--- config.mk ---
export PLATFORM = sky130hd
export DESIGN_NAME = code_entry
export DESIGN_NICKNAME = d
export VERILOG_FILES = /design/src/rtl/locker_pkg.sv /design/src/rtl/debouncer.sv /design/src/rtl/code_entry.sv
export SDC_FILE = /design/constraint.sdc
export NUM_CORES = 1
export LEC_CHECK = 0
export ABC_AREA = 1
export ABC_CLOCK_PERIOD_IN_PS = 2050
export BUFFER_PORTS_ARGS = -buffer_cell sky130_fd_sc_hd__buf_2
export CORE_AREA = 8 8 108 110
export CTS_CLUSTER_DIAMETER = 150
export DETAILED_ROUTE_END_ITERATION = 8
export DIE_AREA = 0 0 116 118
export GPL_ROUTABILITY_DRIVEN = 0
export HOLD_SLACK_MARGIN = 0.05
export SLEW_MARGIN = 20
export SYNTH_ARGS = -nofsm -noshare
export SYNTH_HDL_FRONTEND = slang
export SYNTH_SLANG_ARGS = --single-unit
--- constraint.sdc ---
create_clock -name CLK -period 2.05 [get_ports CLK]
set_input_delay 0.3075 -clock CLK [delete_from_list [all_inputs] [get_ports CLK]]
set_output_delay 0.3075 -clock CLK [all_outputs]
set_load 0.03 [all_outputs]
--- src/rtl/locker_pkg.sv ---
// Shared types and constants for the serial password lock front-end and core.
package locker_pkg;

    localparam int CODE_W = 4;

    // Defaults assume a 100 MHz system clock: 10 ms debounce, 5 s inactivity abort.
    localparam int DEF_DEBOUNCE_CYCLES = 1_000_000;
    localparam int DEF_TIMEOUT_CYCLES  = 500_000_000;

    typedef enum logic [1:0] {
        IDLE,
        ENTRY,
        ABORT
    } entry_state_t;

endpackage

--- src/rtl/debouncer.sv ---
// Two-flop synchroniser plus stable-level debouncer with a one-cycle rising-edge pulse.
module debouncer #(
    parameter int DEBOUNCE_CYCLES = 1_000_000
) (
    input  logic CLK,
    input  logic RST_N,
    input  logic in,
    output logic level,
    output logic rise
);

    localparam int CNT_W = $clog2(DEBOUNCE_CYCLES);
    localparam logic [CNT_W-1:0] CNT_MAX = CNT_W'(DEBOUNCE_CYCLES - 1);

    logic [1:0]       sync_q;
    logic             level_q;
    logic             rise_q;
    logic [CNT_W-1:0] cnt_q;

    // The counter only runs while a level change is pending, so any glitch back to
    // the current level restarts the stability window from zero.
    always_ff @(posedge CLK or negedge RST_N) begin
        if (!RST_N) begin
            sync_q  <= 2'b00;
            level_q <= 1'b0;
            rise_q  <= 1'b0;
            cnt_q   <= '0;
        end else begin
            sync_q <= {sync_q[0], in};
            rise_q <= 1'b0;
            if (sync_q[1] == level_q) begin
                cnt_q <= '0;
            end else if (cnt_q == CNT_MAX) begin
                level_q <= sync_q[1];
                rise_q  <= sync_q[1];
                cnt_q   <= '0;
            end else begin
                cnt_q <= cnt_q + 1'b1;
            end
        end
    end

    assign level = level_q;
    assign rise  = rise_q;

endmodule

--- src/rtl/code_entry.sv ---
// Lock front-end: debounced enter button, per-press code capture, digit framing
// with frozen mode and an inactivity abort for stale partial frames.
module code_entry
    import locker_pkg::*;
#(
    parameter int DEBOUNCE_CYCLES = DEF_DEBOUNCE_CYCLES,
    parameter int TIMEOUT_CYCLES  = DEF_TIMEOUT_CYCLES,
    parameter int DIGITS          = 4,
    localparam int IDX_W          = (DIGITS > 1) ? $clog2(DIGITS) : 1
) (
    input  logic              CLK,
    input  logic              RST_N,
    input  logic [CODE_W-1:0] code_raw,
    input  logic              btn_raw,
    input  logic              mode_raw,
    output logic [CODE_W-1:0] code,
    output logic              step,
    output logic              mode,
    output logic [IDX_W-1:0]  digit_idx,
    output logic              frame_done,
    output logic              abort
);

    localparam int TIM_W = $clog2(TIMEOUT_CYCLES);
    localparam logic [TIM_W-1:0] TIM_MAX  = TIM_W'(TIMEOUT_CYCLES - 1);
    localparam logic [IDX_W-1:0] IDX_LAST = IDX_W'(DIGITS - 1);

    logic [CODE_W-1:0] code_s1, code_s2;
    logic              mode_s1, mode_s2;
    logic              btn_level, btn_rise, press;

    entry_state_t      state_q, state_d;
    logic [CODE_W-1:0] code_q, code_d;
    logic              step_q, step_d;
    logic              mode_q, mode_d;
    logic [IDX_W-1:0]  idx_q, idx_d;
    logic              done_q, done_d;
    logic              abort_q, abort_d;
    logic [TIM_W-1:0]  timer_q, timer_d;

    debouncer #(
        .DEBOUNCE_CYCLES(DEBOUNCE_CYCLES)
    ) u_btn (
        .CLK   (CLK),
        .RST_N (RST_N),
        .in    (btn_raw),
        .level (btn_level),
        .rise  (btn_rise)
    );

    assign press = btn_rise && btn_level;

    // Code bits may skew across the synchroniser; they are only consumed on a press.
    always_ff @(posedge CLK or negedge RST_N) begin
        if (!RST_N) begin
            code_s1 <= '0;
            code_s2 <= '0;
            mode_s1 <= 1'b0;
            mode_s2 <= 1'b0;
        end else begin
            code_s1 <= code_raw;
            code_s2 <= code_s1;
            mode_s1 <= mode_raw;
            mode_s2 <= mode_s1;
        end
    end

    always_ff @(posedge CLK or negedge RST_N) begin
        if (!RST_N) begin
            state_q <= IDLE;
            code_q  <= '0;
            step_q  <= 1'b0;
            mode_q  <= 1'b0;
            idx_q   <= '0;
            done_q  <= 1'b0;
            abort_q <= 1'b0;
            timer_q <= '0;
        end else begin
            state_q <= state_d;
            code_q  <= code_d;
            step_q  <= step_d;
            mode_q  <= mode_d;
            idx_q   <= idx_d;
            done_q  <= done_d;
            abort_q <= abort_d;
            timer_q <= timer_d;
        end
    end

    // A press always takes priority over timer expiry; a press seen during ABORT is dropped.
    always_comb begin
        state_d = state_q;
        code_d  = code_q;
        step_d  = 1'b0;
        mode_d  = mode_q;
        idx_d   = idx_q;
        done_d  = 1'b0;
        abort_d = 1'b0;
        timer_d = '0;
        unique case (state_q)
            IDLE: begin
                idx_d = '0;
                if (press) begin
                    code_d  = code_s2;
                    mode_d  = mode_s2;
                    step_d  = 1'b1;
                    idx_d   = IDX_W'(1);
                    state_d = ENTRY;
                end
            end
            ENTRY: begin
                if (press) begin
                    code_d = code_s2;
                    step_d = 1'b1;
                    if (idx_q == IDX_LAST) begin
                        done_d  = 1'b1;
                        idx_d   = '0;
                        state_d = IDLE;
                    end else begin
                        idx_d = idx_q + 1'b1;
                    end
                end else if (timer_q == TIM_MAX) begin
                    abort_d = 1'b1;
                    idx_d   = '0;
                    state_d = ABORT;
                end else begin
                    timer_d = timer_q + 1'b1;
                end
            end
            ABORT: begin
                idx_d   = '0;
                state_d = IDLE;
            end
            default: begin
                idx_d   = '0;
                state_d = IDLE;
            end
        endcase
    end

    assign code       = code_q;
    assign step       = step_q;
    assign mode       = mode_q;
    assign digit_idx  = idx_q;
    assign frame_done = done_q;
    assign abort      = abort_q;

endmodule
* After elaboration in Yosys (flattened, before gate mapping) *
Index checks and enable logic that the tools add are counted.

word-level totals
  bits in registers = 75
  input port bits = 8
  word-level logic and storage cells = 60
  output and inout port bits = 10

cells by class
  $add $sub $neg = 3
  reductions and logical operators = 7
  bitwise gates (word level) = 1
  eq/ne operators = 8
  muxes and demuxes = 25

operator list
  operator                 count
  $mux W29                 3
  $mux W20                 2
  $add A29 B1 Y29 const B  1
  $eq A29 B29 Y1 const B   1
  $add A20 B1 Y20 const B  1
  $eq A20 B20 Y1 const B   1
  $mux W2                  7
  $mux W1                  11
  $pmux W2 S2              2
  $ne A3 B3 Y1 const B     2
  $reduce_and A2 Y1        3
  $reduce_and A3 Y1        1
  $add A2 B1 Y2 const B    1
  $eq A2 B1 Y1 const B     1
  $eq A2 B2 Y1 const B     1
  $logic_not A2 Y1         1
  $ne A2 B2 Y1 const B     1
  $reduce_or A2 Y1         1
  $eq A1 B1 Y1             1
  $logic_and A1 B1 Y1      1
  $not A1 Y1               1

* Longest topological paths before layout *
Gate-level depths: netlist of the first run.

  depth in word-level cells = 4
  depth in mapped cells = 10
  depth with buffers taken out = 10

* Modules after synthesis *
Synthesis of the first run repeated with hierarchy kept, for this count alone.

second synthesis, totals
  cells, all modules = 498
  area total of the unflattened synthesis = 3,941.3 µm²

modules (own cells, without submodules)
  module      cells each  area each (µm²)  times used
  code_entry  331         2,546.2          1
  debouncer   167         1,395.1          1

* Worst setup path before layout of the first run *
Ideal clock, no wire load.

  path type = reg2reg
  start point = register timer_q[0]
  end point = register timer_q[10]
  setup time = 0.119 ns
  clock period less this slack = 1.413 ns
  buffers on the path = 1
  data required time = 1.931 ns
  cell stages (with the launch flop) = 10
  arrival = 1.294 ns
  slack = 0.637 ns
  cells stage by stage = dfrtp_1 ha_1 nand3_2 inv_2 nand2_4 nor2_4 nand2_4 nand2_4 buf_6 nor2_1

on the way
  word-level cells in the longest chain between the ends = 4
  elaborated cells on any way between the ends = 5

ends and longest elaborated chain
  item                                               line                                  RTL
  start, declared                                    code_entry.sv:39                      logic [TIM_W-1:0] timer_q, timer_d;
  start signal, assigned                             code_entry.sv:86                      timer_q <= timer_d;
  $add A29 B1 Y29 or $eq A29 B29 Y1 (tied branches)  code_entry.sv:127, code_entry.sv:122
  $mux W29 (*)                                       code_entry.sv:122                     end else if (timer_q == TIM_MAX) begin
  $mux W29 (*)                                       code_entry.sv:112                     if (press) begin
  $mux W29 (*)                                       code_entry.sv:100                     unique case (state_q)
  net timer_d[10]                                    code_entry.sv:39

The timed path passes the listed nets; every way through them passes the cells marked *.
A chain may end at the register's enable or synchronous reset.

* Worst setup path after layout of the first run *
  start point = register timer_q[0]
  end point = register state_q[0]

on the way
  word-level cells in the longest chain between the ends = 3

ends and longest elaborated chain
  item                         line               RTL
  $eq A29 B29 Y1               code_entry.sv:122
  $ne A3 B3 Y1 (no line)       -
  $reduce_and A3 Y1 (no line)  -
  end signal, assigned         code_entry.sv:79   state_q <= state_d;
  end, declared                code_entry.sv:32   entry_state_t state_q, state_d;

Every way passes these cells.

==> results of run 1 <==
## power groups by stage
stage	logic [mW]	clock network [mW]	registers [mW]
after detailed placement	0.0624	0	1.53
final	0.0692	1.24	1.50
after global placement	0.0612	0	1.53
after floorplan	0.0145	0	1.53
after global routing	0.0807	1.34	1.50
after CTS	0.0730	1.28	1.50
## layout make-up
type                    count  area share [%]
flip-flops and latches     75            43.4
multi-input cells         346            38.5
inverters                  55            4.77
repair buffers             27            4.46
well taps                 136            3.94
clock buffers               9            2.86
clock inverters             7            2.08
## registers in the layout, summed over array words and instances (netlist names)
name          flops
mode_s1           1
code              4
u_btn.sync_q      2
state_q           2
code_s2           4
u_btn.level       1
timer_q          29
step              1
u_btn.rise        1
digit_idx         2
mode_s2           1
frame_done        1
mode              1
code_s1           4
u_btn.cnt_q      20
abort             1
## routing by layer
layer  share of wire (%)  global-route usage, %  up-vias  wire, um
met5                   0                      0        -         0
met4                 2.4                   4.79        0       192
met3                 3.3                   2.77       18       267
met2                  47                   20.9       47      3830
met1                  47                   15.9     1408      3790
li1                    -                      -     1564         -
## how the worst max path moves through the flow
stage / start / to / slack (ns) / cells after the start
finish: timer_q[0] / state_q[0] / 0.36 / 10
CTS: timer_q[0] / state_q[0] / 0.35 / 10
global placement: timer_q[0] / state_q[0] / 0.40 / 10
global route: timer_q[0] / state_q[0] / 0.20 / 10
detailed placement: timer_q[0] / state_q[0] / 0.34 / 10
floorplan: timer_q[0] / timer_q[10] / 0.64 / 9
## cells by family after synthesis
family                     synth area share, %
and+or+nand+nor                           36.4
DFF                                       49.6
buffers and inverters                     6.38
xor gates and xnor gates                  4.17
adders and majority gates                0.992
muxes                                    0.298
AOI/OAI and AO/OA                         2.15
## cell usage in the layout, fill, tap and decap left out, drive strengths merged
cell type      n
mux2           1
nand3b         4
or2            1
clkbuf         9
nor3b          1
nand4          4
nand3         34
a31oi          2
xnor2          8
o31a           1
ha             3
dfrtp         75
bufinv         1
nand2        126
clkinv         1
nor2         117
buf           20
dlygate4sd3    7
o21ai          3
xor2          10
nor3          22
inv           60
a21oi          9
## timing repair
action | in CTS | in global routing
endpoints found under the hold margin | 46 | 0
hold buffers | 7 | 0
gates resized for setup | 0 | 0
==> flow_summary.toml, run 1 <==
[status]
outcome = "finished, final reports clean"

[die]
num_io_pins = 18
rows = 37
initial_core_util_pct = 37.8
die_area_um2 = 13700
chipWidth_um = 116
fp.dieH_um = 118
coreArea_um2 = 10000

[clocking]
cts_buffer_depth = 2
cts_sinks = 75
htree_levels = 3
cts.clk_slew.worst_paths_ns = 0.10
cts_setup_buffers = 0
clk_latency_ns = 0.36
cts_inserted_buffers = 9
cts_tree = "built"
cts_root_buf = "clkbuf_8"

[sta]
max_freq_mhz = 593
layout_setup_ws_ns = 0.362
worst_slew_pin_slew_ns = 0.559
finalSetupTns_ns = 0
setup_viol = 0
hold_slack_ns = 0.355
skew_ns = 0.0165
finalHoldViolCount = 0
drv_slew = 0
fin_crit_ns = 1.69
rsz0062_at_grt = "false"
relSlewSlack_pct = 62.7
finalCritPeriodShare_pct = 82.3

[grt]
gr-usage-all-layers_pct = 12.7
overflow = 0
grt_max_degree = 43
first_global_vias = 3090
grt_antenna_before_repair = 0
grt_pass1_wl_mm = 14.1

[logic_synthesis]
avgSynthCellArea_um2 = 7.88
synth_area_um2 = 3780
syn-instance-count = 480
async_flop_share_pct = 100
yosysUniqueCellTypes = 28
yosysMostFrequentCell = "nand2_1"
synth_edf_count = 0
ys_seq_area_share_pct = 49.6
synth_nets = 491
synth_top_area_share_pct = 49.6
synth.area.top_cells = "dfrtp_1 (50%), nand2_1 (12%), nor2_1 (11%)"
ys_ff_latch = 75
synth_top_cell_by_area = "dfrtp_1"
yosysWarnings = 0
yosys-top-cells-count = "nand2_1 (119), nor2_1 (108), dfrtp_1 (75)"
synth_ff_type = "dfrtp_1"

[power_and_ir_drop]
power_frac_seq_pct = 53.4
power.switching_uw = 695
power_frac_clock_pct = 44.2
p_total_mw = 2.81
p_per_area_nw_per_um2 = 650
leakage_nw = 1.89
cell_internal_pwr_mw = 2.12
vdd_drop_max_mv = 0.461
p_comb_share_pct = 2.5
p_sw_share_pct = 24.7

[placement]
place_inst = 632
portBuffers = 17
post_dp_cell_area_um2 = 4040
preCtsSetupSlack_ns = 0.345
post-dp-hpwl_mm = 5.95

[finish]
drive_gt1_share_pct = 11.8
fin_area_um2 = 4320
num_antenna_cells = 0
final_core_util_pct = 43.2
multi_input_area_um2 = 1660
fin_nets = 525
fillers = 1033
stdcell_count = 655
register_area_um2 = 1880
area_growth_pct = 14.3

[critical_path]
arrival_ns = 1.94
worstSetupEndpointType = "flip-flop"
cpPeakStageDelay_ns = 0.38
critPathLaunchType = "flip-flop"
critPathBufInv = 1
crit_slowest_cell = "dfrtp_1"
r2r-start = "timer_q[0]"
path_delay_family = "simple AND/OR/NAND/NOR gates"
crit_required_ns = 2.31
r2r-end = "state_q[0]"
path_max_fanout = 17
r2r_slack_ns = 0.36
criticalPathCategory = "flip-flop to flip-flop"
crit_chain = "ha_1, nand3_2, inv_2, nand2_4, nor2_4, nand2_4, nand2_4, nand2_1, nand2_1, nand2_1"
rr_worst_depth = 10

[detailed_routing]
drt-initial-drc-count = 136
via_count = 3037
vias_per_cell = 4.64
firstDrtPassIters = 4
wire_per_inst_um = 12.3
ant_nets = 0
routed_wl_mm = 8.08
drc = 0

[hold_path]
hp-start = "code_s1[1]"
hold_class = "flip-flop to flip-flop"
holdPathEnd = "code_s2[1]"
hold_path_depth = 0

[job]
cap_viol_max_count = 0
(Power assumes the default switching activity.)
==> run 2, diff against run 1 <==
ABC_CLOCK_PERIOD_IN_PS = 1550   (was 2050)
clock period = 1.55 ns   (was 2.05 ns; I/O delays follow)
==> flow_summary.toml, run 2 (synthesis gave the netlist of run 1 again) <==
[grt]
globalRouteMet1Util_pct = 16.3
overflow = 0
gr-usage-met2_pct = 20.8
grt_pass1_wl_mm = 14.4
first_global_vias = 3176
gr-usage-all-layers_pct = 13.1
grt_antenna_before_repair = 0
grt_max_degree = 76
top_usage_layer = "met2"
grt_use_met3_pct = 3.85

[die]
coreArea_um2 = 10000
chipWidth_um = 116
rows = 37
initial_core_util_pct = 37.8
fp.dieH_um = 118
num_io_pins = 18
die_area_um2 = 13700

[finish]
final_core_util_pct = 47.1
reg_top3 = "timer_q: 29 flops, u_btn.cnt_q: 20 flops"
num_antenna_cells = 0
fillers = 1006
drive_gt1_share_pct = 21.1
mostFrequentLayoutCell = "nand2_1"
fin_area_um2 = 4710
fin_nets = 556
area_growth_pct = 24.6
final_cell_mix = "nand2_1 (116), nor2_1 (102), dfrtp_1 (73), inv_1 (50), nand3_1 (29)"
largest_register_ffs = 29
regMostFlops = "timer_q"

[sta]
fin_crit_ns = 1.47
skew_ns = 0.00821
setup_viol = 0
layout_setup_ws_ns = 0.0794
finalHoldViolCount = 0
finalCritPeriodShare_pct = 94.9
rsz0062_at_grt = "true"
max_freq_mhz = 680
worst_slew_pin_slew_ns = 0.404
drv_slew = 0
relSlewSlack_pct = 72.9

[hold_path]
holdPathEnd = "code_s2[2]"
hold_path_depth = 0
hp-start = "code_s1[2]"
hold_class = "flip-flop to flip-flop"

[clocking]
htree_levels = 3
cts_tree = "built"
cts.clk_slew.worst_paths_ns = 0.10
cts_buffer_depth = 2
cts_sinks = 75
cts_inserted_buffers = 9
clk_latency_ns = 0.36
cts_root_buf = "clkbuf_8"

[power_and_ir_drop]
p_per_area_nw_per_um2 = 764
vdd_drop_max_mv = 0.533
p_total_mw = 3.60
leakage_nw = 2.06

[critical_path]
criticalPathCategory = "flip-flop to flip-flop"
crit_required_ns = 1.80
r2r-end = "u_btn.level"
path_max_fanout = 3
worstSetupEndpointType = "flip-flop"
rr_worst_depth = 9
arrival_ns = 1.73
critPathLaunchType = "flip-flop"
r2r-start = "u_btn.cnt_q[0]"
r2r_slack_ns = 0.08

[status]
outcome = "finished, final reports clean"

[placement]
portBuffers = 17
preCtsSetupSlack_ns = 0.00879
post-dp-hpwl_mm = 6.08
post_dp_cell_area_um2 = 4200

[detailed_routing]
ant_nets = 0
wire_per_inst_um = 12.6
firstDrtPassIters = 4
routed_wl_mm = 8.64
drc = 0
vias_per_cell = 4.64
via_count = 3186
drt-initial-drc-count = 197

[job]
cap_viol_max_count = 0
[run 2: worst max path at each step]
stage / startpoint / endpoint
final: u_btn.cnt_q[0] / u_btn.level
after global routing: u_btn.cnt_q[0] / u_btn.level
after CTS: timer_q[0] / timer_q[17]
after detailed placement: u_btn.cnt_q[0] / u_btn.cnt_q[17]
after global placement: u_btn.cnt_q[0] / u_btn.cnt_q[16]
after floorplan: timer_q[0] / timer_q[10]
[run 2: per-layer routing]
layer | part of all wire (%) | vias up
met5 | 0 | -
met4 | 2.7 | 0
met3 | 4.3 | 22
met2 | 48 | 58
met1 | 45 | 1483
li1 | - | 1623
[run 2: what timing repair did]
action | in CTS | in global routing
gates cloned | 0 | 2
pin swaps | 0 | 7
resized for setup | 2 | 29
setup buffers | 0 | 10
setup endpoints to repair | 3 | 40
hold endpoints to repair | 81 | 0
hold buffers | 7 | 0
[run 2: final cells by class]
class / count / area (um2) / share of cell area, %
clock buffers: 9 / 124 / 2.63
multi-input cells: 347 / 1780 / 37.7
well taps: 136 / 170 / 3.61
clock inverters: 7 / 75.1 / 1.59
inverters: 55 / 206 / 4.38
repair buffers: 57 / 480 / 10.2
flip-flops and latches: 75 / 1880 / 39.9
[run 2: worst max-delay path: stages (launching register included)]
cell and delay (ns):
dfrtp_1 0.39, ha_2 0.22, nand2_2 0.09, nor2_4 0.10, nand2_2 0.08, inv_2 0.08, nand3_4 0.10, buf_4 0.17
nand2_1 0.05, o21ai_0 0.07
[run 2: power breakdown]
group          leakage [nW]  total [mW]  internal [mW]  switching, mW
logic                 0.944      0.0929         0.0334         0.0595
registers              1.01        1.99           1.98         0.0102
clock network        0.0990        1.52          0.639          0.881
total                  2.06        3.60           2.65          0.951
[run 2: through the flow]
stage,cells,TNS (ns),hold WS [ns]
global placement,651,0,0.285
detailed placement,651,0,0.284
CTS,674,0,0.361
finish,686,0,0.356
floorplan,480,0,-0.0631
global route,686,-0.345,0.363
